===== config.mk =====
export PLATFORM = sky130hd
export DESIGN_NAME = matmul3x3_seq
export DESIGN_NICKNAME = d
export VERILOG_FILES = /design/src/rtl/matmul3x3_pkg.sv /design/src/rtl/matmul3x3_mac.sv /design/src/rtl/matmul3x3_seq.sv
export SDC_FILE = /design/constraint.sdc
export NUM_CORES = 2
export LEC_CHECK = 0
export ABC_AREA = 1
export BUFFER_PORTS_ARGS = -buffer_cell sky130_fd_sc_hd__buf_2
export CORE_MARGIN = 3
export CORE_UTILIZATION = 50
export DETAILED_ROUTE_END_ITERATION = 10
export GPL_ROUTABILITY_DRIVEN = 0
export PLACE_DENSITY = 0.74
export SLEW_MARGIN = 20
export SYNTH_ARGS = -nofsm -noshare
export SYNTH_HDL_FRONTEND = slang
export SYNTH_SLANG_ARGS = --single-unit

===== constraint.sdc =====
create_clock -name clk_i -period 8.1 [get_ports clk_i]
set_input_delay 0.405 -clock clk_i [delete_from_list [all_inputs] [get_ports clk_i]]
set_output_delay 0.405 -clock clk_i [all_outputs]
set_load 0.01 [all_outputs]

===== src/rtl/matmul3x3_pkg.sv =====
// Shared constants, state encoding and index helper for the 3x3 sequential matrix multiplier.
// The optional saturating write-back is selected with the MATMUL3X3_SAT_EN macro (see matmul3x3_mac).
package matmul3x3_pkg;

  localparam int OP_W   = 16;
  localparam int PROD_W = 32;
  localparam int ACC_W  = 34;
  localparam int RES_W  = 32;
  localparam int N_ELEM = 9;

  localparam logic [5:0] W_CTRL   = 6'd0;
  localparam logic [5:0] W_STATUS = 6'd1;
  localparam logic [5:0] W_A_BASE = 6'd4;
  localparam logic [5:0] W_A_LAST = 6'd12;
  localparam logic [5:0] W_B_BASE = 6'd16;
  localparam logic [5:0] W_B_LAST = 6'd24;
  localparam logic [5:0] W_C_BASE = 6'd28;
  localparam logic [5:0] W_C_LAST = 6'd36;

  typedef enum logic [1:0] {
    S_IDLE = 2'd0,
    S_RUN  = 2'd1,
    S_DONE = 2'd2
  } state_t;

  // Row-major flat index of element [r][c].
  function automatic logic [3:0] elem_idx(input logic [1:0] r, input logic [1:0] c);
    return ({2'b00, r} * 4'd3) + {2'b00, c};
  endfunction

endpackage


===== src/rtl/matmul3x3_mac.sv =====
// Single MAC lane: signed 16x16 product folded into a 34-bit accumulator each enabled cycle.
// With MATMUL3X3_SAT_EN defined the result is clipped to 32-bit signed range; otherwise it wraps.
module matmul3x3_mac
  import matmul3x3_pkg::*;
(
  input  logic                   clk_i,
  input  logic                   rstn_i,
  input  logic                   en_i,
  input  logic                   first_i,
  input  logic signed [OP_W-1:0] a_i,
  input  logic signed [OP_W-1:0] b_i,
  output logic [RES_W-1:0]       res_o,
  output logic                   clip_o
);

  logic signed [PROD_W-1:0] prod;
  logic signed [ACC_W-1:0]  acc_q;
  logic signed [ACC_W-1:0]  acc_d;
  logic signed [ACC_W-1:0]  acc_base;
  logic signed [ACC_W-1:0]  sum;

  assign prod     = a_i * b_i;
  assign acc_base = first_i ? '0 : acc_q;
  assign sum      = acc_base + {{(ACC_W-PROD_W){prod[PROD_W-1]}}, prod};

  // The sum is also the write-back value, so C can be stored on the same cycle as the last product.
  always_comb begin
    acc_d = acc_q;
    if (en_i) begin
      acc_d = sum;
    end
  end

  always_ff @(posedge clk_i or negedge rstn_i) begin
    if (!rstn_i) begin
      acc_q <= '0;
    end else begin
      acc_q <= acc_d;
    end
  end

`ifdef MATMUL3X3_SAT_EN
  // Fits in 32 bits only when the top three bits agree.
  always_comb begin
    res_o  = sum[RES_W-1:0];
    clip_o = 1'b0;
    if (!((sum[ACC_W-1:RES_W-1] == 3'b000) || (sum[ACC_W-1:RES_W-1] == 3'b111))) begin
      clip_o = 1'b1;
      res_o  = sum[ACC_W-1] ? 32'h8000_0000 : 32'h7FFF_FFFF;
    end
  end
`else
  assign res_o  = sum[RES_W-1:0];
  assign clip_o = 1'b0;
`endif

endmodule


===== src/rtl/matmul3x3_seq.sv =====
// Register-mapped 3x3 signed matrix multiplier: C = A * B, one MAC per cycle over 27 cycles.
// Optional saturation of C is enabled by defining MATMUL3X3_SAT_EN.
module matmul3x3_seq
  import matmul3x3_pkg::*;
#(
  parameter int unsigned          ADDR_W    = 20,
  parameter logic [ADDR_W-1:0]    BASE_ADDR = '0
) (
  input  logic              clk_i,
  input  logic              rstn_i,
  input  logic [ADDR_W-1:0] sys_addr_i,
  input  logic [31:0]       sys_wdata_i,
  input  logic              sys_wen_i,
  input  logic              sys_ren_i,
  output logic [31:0]       sys_rdata_o,
  output logic              sys_ack_o,
  output logic              irq_o
);

  logic [ADDR_W-1:0] offset;
  logic [5:0]        word;
  logic              in_range;
  logic              wr, ctrl_wr, a_wr, b_wr;
  logic [5:0]        a_off, b_off, c_off;

  logic [OP_W-1:0]   a_q [0:N_ELEM-1];
  logic [OP_W-1:0]   b_q [0:N_ELEM-1];
  logic [RES_W-1:0]  c_q [0:N_ELEM-1];

  state_t            state_q, state_d;
  logic [1:0]        i_q, i_d, j_q, j_d, k_q, k_d;
  logic              start_q, start_d;
  logic              done_q, done_d, err_q, err_d, ovf_q, ovf_d;
  logic              irq_q, irq_d;
  logic              ack_q;
  logic [31:0]       rdata_q, rd_val;
  logic              busy_int, busy_status;
  logic              mac_en, c_we;
  logic [RES_W-1:0]  mac_res;
  logic              mac_clip;
  logic [OP_W-1:0]   mac_a, mac_b;
  logic              unused_bits;

  assign offset   = sys_addr_i - BASE_ADDR;
  assign in_range = (offset[ADDR_W-1:8] == '0);
  assign word     = offset[7:2];
  assign a_off    = word - W_A_BASE;
  assign b_off    = word - W_B_BASE;
  assign c_off    = word - W_C_BASE;

  assign wr      = sys_wen_i & in_range;
  assign ctrl_wr = wr && (word == W_CTRL);
  assign a_wr    = wr && (word >= W_A_BASE) && (word <= W_A_LAST);
  assign b_wr    = wr && (word >= W_B_BASE) && (word <= W_B_LAST);

  // A start accepted but not yet in RUN must also block further starts and operand writes.
  assign busy_status = (state_q != S_IDLE);
  assign busy_int    = busy_status | start_q;

  assign unused_bits = ^{offset[1:0], a_off[5:4], b_off[5:4], c_off[5:4], sys_wdata_i[31:16]};

  assign mac_a = a_q[elem_idx(i_q, k_q)];
  assign mac_b = b_q[elem_idx(k_q, j_q)];

  matmul3x3_mac u_mac (
    .clk_i   (clk_i),
    .rstn_i  (rstn_i),
    .en_i    (mac_en),
    .first_i (k_q == 2'd0),
    .a_i     (mac_a),
    .b_i     (mac_b),
    .res_o   (mac_res),
    .clip_o  (mac_clip)
  );

  always_comb begin
    state_d = state_q;
    i_d     = i_q;
    j_d     = j_q;
    k_d     = k_q;
    mac_en  = 1'b0;
    c_we    = 1'b0;
    case (state_q)
      S_IDLE: begin
        if (start_q) begin
          state_d = S_RUN;
          i_d     = 2'd0;
          j_d     = 2'd0;
          k_d     = 2'd0;
        end
      end
      S_RUN: begin
        mac_en = 1'b1;
        if (k_q == 2'd2) begin
          c_we = 1'b1;
          k_d  = 2'd0;
          if (j_q == 2'd2) begin
            j_d = 2'd0;
            if (i_q == 2'd2) begin
              i_d     = 2'd0;
              state_d = S_DONE;
            end else begin
              i_d = i_q + 2'd1;
            end
          end else begin
            j_d = j_q + 2'd1;
          end
        end else begin
          k_d = k_q + 2'd1;
        end
      end
      S_DONE: begin
        state_d = S_IDLE;
      end
      default: begin
        state_d = S_IDLE;
      end
    endcase
  end

  // Clear is applied before start so a combined write clears then launches.
  always_comb begin
    done_d  = done_q;
    err_d   = err_q;
    ovf_d   = ovf_q;
    start_d = 1'b0;
    irq_d   = 1'b0;
    if (ctrl_wr && sys_wdata_i[1]) begin
      done_d = 1'b0;
      err_d  = 1'b0;
      ovf_d  = 1'b0;
    end
    if (ctrl_wr && sys_wdata_i[0]) begin
      if (busy_int) begin
        err_d = 1'b1;
      end else begin
        start_d = 1'b1;
      end
    end
    if ((a_wr || b_wr) && busy_int) begin
      err_d = 1'b1;
    end
    if (start_q) begin
      done_d = 1'b0;
    end
    if (c_we && mac_clip) begin
      ovf_d = 1'b1;
    end
    if ((state_q == S_RUN) && (state_d == S_DONE)) begin
      done_d = 1'b1;
      irq_d  = 1'b1;
    end
  end

  always_comb begin
    rd_val = '0;
    if (word == W_STATUS) begin
      rd_val = {28'd0, ovf_q, err_q, done_q, busy_status};
    end else if ((word >= W_A_BASE) && (word <= W_A_LAST)) begin
      rd_val = {{16{a_q[a_off[3:0]][OP_W-1]}}, a_q[a_off[3:0]]};
    end else if ((word >= W_B_BASE) && (word <= W_B_LAST)) begin
      rd_val = {{16{b_q[b_off[3:0]][OP_W-1]}}, b_q[b_off[3:0]]};
    end else if ((word >= W_C_BASE) && (word <= W_C_LAST)) begin
      rd_val = c_q[c_off[3:0]];
    end
  end

  always_ff @(posedge clk_i or negedge rstn_i) begin
    if (!rstn_i) begin
      state_q <= S_IDLE;
      i_q     <= '0;
      j_q     <= '0;
      k_q     <= '0;
      start_q <= 1'b0;
      done_q  <= 1'b0;
      err_q   <= 1'b0;
      ovf_q   <= 1'b0;
      irq_q   <= 1'b0;
      ack_q   <= 1'b0;
      rdata_q <= '0;
    end else begin
      state_q <= state_d;
      i_q     <= i_d;
      j_q     <= j_d;
      k_q     <= k_d;
      start_q <= start_d;
      done_q  <= done_d;
      err_q   <= err_d;
      ovf_q   <= ovf_d;
      irq_q   <= irq_d;
      ack_q   <= (sys_wen_i | sys_ren_i) & in_range;
      rdata_q <= (sys_ren_i & in_range) ? rd_val : '0;
    end
  end

  always_ff @(posedge clk_i or negedge rstn_i) begin
    if (!rstn_i) begin
      for (int n = 0; n < N_ELEM; n++) begin
        a_q[n] <= '0;
        b_q[n] <= '0;
        c_q[n] <= '0;
      end
    end else begin
      if (a_wr && !busy_int) begin
        a_q[a_off[3:0]] <= sys_wdata_i[OP_W-1:0];
      end
      if (b_wr && !busy_int) begin
        b_q[b_off[3:0]] <= sys_wdata_i[OP_W-1:0];
      end
      if (c_we) begin
        c_q[elem_idx(i_q, j_q)] <= mac_res;
      end
    end
  end

  assign sys_rdata_o = rdata_q;
  assign sys_ack_o   = ack_q;
  assign irq_o       = irq_q;

endmodule

Yosys cells after proc, flatten, opt, wreduce, memory -nomap -nowiden
Cells that the tools add are included.

Bitwise gates (word level): 11. Add/subtract/negate cells: 10. Equality and inequality tests: 9. Reductions and logical operators: 29. $lt $le $gt $ge: 15. $mul: 3. Multiplexer cells: 58.

Operator list (count): $bwmux 144 (2); $bwmux 288 (1); $bmux 16 s4 (4); $mux 32 (8); $mux 16 (10); $bmux 32 s4 (1); $demux 16 s4 (2); $demux 32 s4 (1); $add 34x34->34 (1); $mux 34 (1); $mul 16x16->32 (1); $ge 5x5->1 const B (6); $not 4->5 (6); $mux 2 (11); $logic_and 1x1->1 (17); $pmux 2 s2 (4); $lt 5x1->1 const B (3); $mux 1 (13); $add 4x2->4 (3); $ge 6x5->1 const B (2); $logic_not 12->1 (1); $eq 2x2->1 const B (4); $mul 2x2->4 const B (2); $add 2x1->2 const B (3); other kinds (21) (28).

Bits of input ports: 56. Bits in registers: 655. Word-level logic and storage cells: 173.

Depth between registers and ports, before layout
Depth after elaboration: 10. Depth in mapped cells: 51. Depth with buffers taken out: 49.

Cells and area by module
Synthesis repeated with hierarchy kept, for this count alone.

Cell total of the unflattened synthesis: 6199. Area, all modules: 45158.3 sq um.

Modules (own cells, without submodules): matmul3x3_seq (times used 1, area an instance 31091.1 sq um, cells an instance 4244); matmul3x3_mac (times used 1, area an instance 14067.2 sq um, cells an instance 1955).

Least setup slack after synthesis
OpenSTA, ideal clock, no wires.

Kind: flip-flop to flip-flop. Start: register k_q[1]. End: register c_q[127] (netlist bit). Arrival: 8.899 ns. Clock period less this slack: 9.019 ns. Path slack: -0.919 ns. Path buffers: 1. Data required time: 7.980 ns. Cell stages (with the launch flop): 45. Cell sequence: dfrtp_1 -> inv_1 -> fa_1 -> inv_1 -> ha_1 -> fa_1 -> nor2_1 -> nand3_1 -> o31ai_1 -> clkbuf_1 -> nand2_1 -> fa_1 -> inv_1 -> fa_1 -> inv_1 -> fa_1 -> inv_1 -> fa_1 -> (+9 left out) -> nand2_1 -> nand3_1 -> a21oi_1 -> o21ai_0 -> nand2_1 -> nand3_1 -> nand2_1 -> ha_1 -> nand2_1 -> inv_1 -> nand3_1 -> nor2_1 -> a21boi_0 -> nor2_1 -> nand2_1 -> nand3_1 -> nand3_1 -> nand2_1.

Cells in the longest elaborated chain, start to end: 9.

RTL lines: start: declaration (RTL line matmul3x3_seq.sv:31) `logic [1:0] i_q, i_d, j_q, j_d, k_q, k_d;`; start signal: assignment (RTL line matmul3x3_seq.sv:185) `k_q <= k_d;`; $mul 2x2->4 (RTL line matmul3x3_pkg.sv:28) `return ({2'b00, r} * 4'd3) + {2'b00, c};`; $add 4x2->4 (RTL line matmul3x3_pkg.sv:28); $not 4->5 (not written as such) (RTL line matmul3x3_seq.sv:63) `assign mac_b = b_q[elem_idx(k_q, j_q)];`; $bmux 16 s4 (RTL line matmul3x3_seq.sv:63); $mux 16 (not written as such) (2 in series) (RTL line matmul3x3_seq.sv:63); $mul 16x16->32 (RTL line matmul3x3_mac.sv:22) `assign prod = a_i * b_i;`; $add 34x34->34 (RTL line matmul3x3_mac.sv:24) `assign sum = acc_base + {{(ACC_W-PROD_W){prod[PROD_W-1]}}, prod};`; $bwmux 288 (RTL line matmul3x3_seq.sv:211) `c_q[elem_idx(i_q, j_q)] <= mac_res;`; end signal: indexed assignment (RTL line matmul3x3_seq.sv:211); end: declaration (RTL line matmul3x3_seq.sv:28) `logic [RES_W-1:0] c_q [0:N_ELEM-1];`.

Several ways; a longest one is shown, not always the timed one. The select of a mux whose other input is x is not followed. A chain may end at the register's enable or synchronous reset.

Worst setup path after layout
Start: register k_q[1]. End: register c_q[26] (netlist bit).

Same word-level chain as after synthesis.

==> flow_summary.toml <==
[global_route]
grt_max_degree = 184
grt-ovfl-total = 0
gr-usage-met2_pct = 51.2
grtUsageMet3_pct = 7.70
track_usage_pct = 33.5
antenna_found_initial = 2
grt_pass1_wl_um = 237000
use_met1_pct = 44.7
grt_pass1_vias = 42500
grt.busiest_layer = "met2"

[setup_path]
arrival_ns = 9.73
cpMostUsedCell = "fa_1"
r2r_start = "k_q[1]"
cp_slowest_stage_delay_ns = 0.55
reg2reg_to = "c_q[26]"
r2r_slack_ns = -1.13
cpMaxStageDelayCell = "fa_1"
critPathMaxFanout = 6
worst_setup_path_end_kind = "flip-flop"
path_buf_inv = 14
critPathTopFamily = "adder cells"
r2r.worst_path.cells = 43
path_class = "flip-flop to flip-flop"
crit_required_ns = 8.59
worstSetupStartpointType = "flip-flop"

[floorplan]
die-area_mm2 = 0.0907
core_mm2 = 0.0858
die_width_um = 301
io_pins = 90
dieHeight_um = 301
initial_core_util_pct = 50.7
rows = 107

[layout]
fin_cells = 7143
nets = 6404
drive_above_1_share_pct = 19.4
area_delta_synth_final_pct = 23.0
fillers = 6923

[yosys]
ys_seq_area_share_pct = 37.5
synthTopCellsByCount = "1350 x nand2_1, 696 x o21ai_0, 676 x inv_1"
post-synth-top-count-cell = "nand2_1"
synthTopCellsByArea = "dfrtp_1 38%, fa_1 12%, nand2_1 12%"
synth_largest_area_cell = "dfrtp_1"
synth-edff-count = 0
yosys_register_bits = 653
netlist_instances = 5559
synth_nets = 6016
synthArstFlopShare_pct = 100
ys.flop_type = "dfrtp_1"
synth_cell_types = 53
yosys_warnings = 0
yosysTopAreaCellShare_pct = 37.5
syn_area_mm2 = 0.0435
synth.avg_cell_area_um2 = 7.83

[placed_design]
detailedPlace.worstSlack_ns = -1.39
port-buffer-count = 71
dp_hpwl_um = 102000
place_inst = 6938

[timing]
setup-violations-final = 227
fmax_mhz = 108
hold_violations = 0
tightestPinTransition_ns = 1.16
slew_headroom_pct = 22.0
setup_ws_ns = -1.13
final.period_utilization_pct = 114
holdWs_ns = 0.0198
fin_skew_ns = 0.0341
grt_setup_unrepaired = "true"
period_minus_slack_ns = 9.23
slew_violations = 0

[clock_tree]
clockRootBuffer = "clkbuf_16"
cts.sinks = 653
ctsHtreeMaxLevel = 3
clk_pin_slew_ns = 0.06
cts_tree = "yes"
cts.path.max_buffers = 3
insertion_delay_ns = 0.63
cts_inserted_buffers = 68

[detailed_routing]
routed_wl_um = 157000
route.detailed.drc = 0
first_iter_violations = 5702
antenna_left = 0
wl_per_cell_um = 22.0
vias = 43100
drt_pre_antenna_iters = 8
via_per_inst = 6.04

[power_and_ir_drop]
peakVddDrop_mv = 0.155
fin_total_pwr_mw = 7.07
powerDensity_mw_per_mm2 = 132
power_leakage_nw = 26.3

[min_path]
hold_depth = 3
hp-start = "sys_wdata_i[13]"
min_to = "b_q[125]"
hp-class = "input port to flip-flop"

[outcome]
outcome = "finished with violations"
violations = "negative setup slack"

[job]
maxCapViolCount = 0
area by class of cell:
type | instances | area [um^2] | share of cell area, %
clock buffers | 91 | 1890 | 3.53
flip-flops and latches | 653 | 16300 | 30.5
clock inverters | 29 | 454 | 0.848
inverters | 712 | 2750 | 5.13
well taps | 1144 | 1430 | 2.67
repair buffers | 616 | 5210 | 9.72
diodes | 2 | 5.00 | 0.00935
multi-input cells | 3896 | 25500 | 47.6
cell usage in the layout (no fill, tap or decap), types with 151 or more instances in the layout:
master   count
a21oi_1    151
buf_4      464
dfrtp_1    653
fa_1       257
inv_1      630
nand2_1   1266
nand3_1    264
nor2_1     365
o21ai_0    637
o22ai_1    164
layer usage:
metal / vias up / routed length, um
met5: - / 0
met4: 0 / 9610
met3: 730 / 21100
met2: 2987 / 68200
met1: 20600 / 58300
li1: 18800 / -
power by group:
| part | switching (mW) | internal [mW] | total (mW) | leakage (nW) |
|---|---|---|---|---|
| sequential | 0.000126 | 3.26 | 3.26 | 9.04 |
| clock | 1.37 | 2.00 | 3.37 | 1.16 |
| combinational | 0.338 | 0.105 | 0.443 | 16.1 |
worst register-to-register path: cells and delay by family (launching register included):
family	cells	cell delay, ns
buffers and inverters	14	1.47
DFF	1	0.37
adders and majority gates	11	4.77
AOI/OAI and AO/OA	6	1.05
and+or+nand+nor	11	1.22
xor gates and xnor gates	1	0.23
sequential cells by signal, indices dropped and copies added (netlist names):
signal,count
c_q,288
u_mac.acc_q,32
err_q,1
sys_ack_o,1
done_q,1
b_q,144
state_q,2
start_q,1
irq_o,1
j_q,2
sys_rdata_o,32
k_q,2
a_q,144
i_q,2
repair_timing:
action                                 in CTS  in global routing
pin swaps                                  42                135
setup endpoints to repair                 220                250
hold buffers                                1                  0
setup buffers                              19                 47
endpoints found under the hold margin     107                  0
resized for setup                         120                286
gates cloned                                3                 13
kinds of logic after synthesis:
family | share of synthesized area (%)
AND/OR/NAND/NOR | 20.7
AO/OA/AOI/OAI | 15.8
buffers and inverters | 8.98
flip-flops | 37.5
adder cells (fa/ha/maj) | 16.1
XOR/XNOR | 0.862
worst max-delay path by stage:
stage | cells after the start | slack [ns] | end | start
floorplan | 41 | -0.22 | c_q[127] | k_q[1]
global placement | 35 | -1.07 | u_mac.acc_q[25] | j_q[1]
detailed placement | 38 | -1.39 | c_q[285] | j_q[1]
CTS | 39 | -0.88 | c_q[30] | j_q[1]
global route | 43 | -1.42 | c_q[26] | k_q[1]
finish | 43 | -1.13 | c_q[26] | k_q[1]
stage by stage:
step	area (um^2)	setup TNS, ns	utilization [%]
CTS	51800	-160.20	60.4
finish	53600	-181.98	62.4
floorplan	44300	-13.73	-
global placement	48800	-188.19	56.9
global route	53500	-245.58	62.4
detailed placement	48800	-241.41	56.9
(Power assumes the default switching activity.)
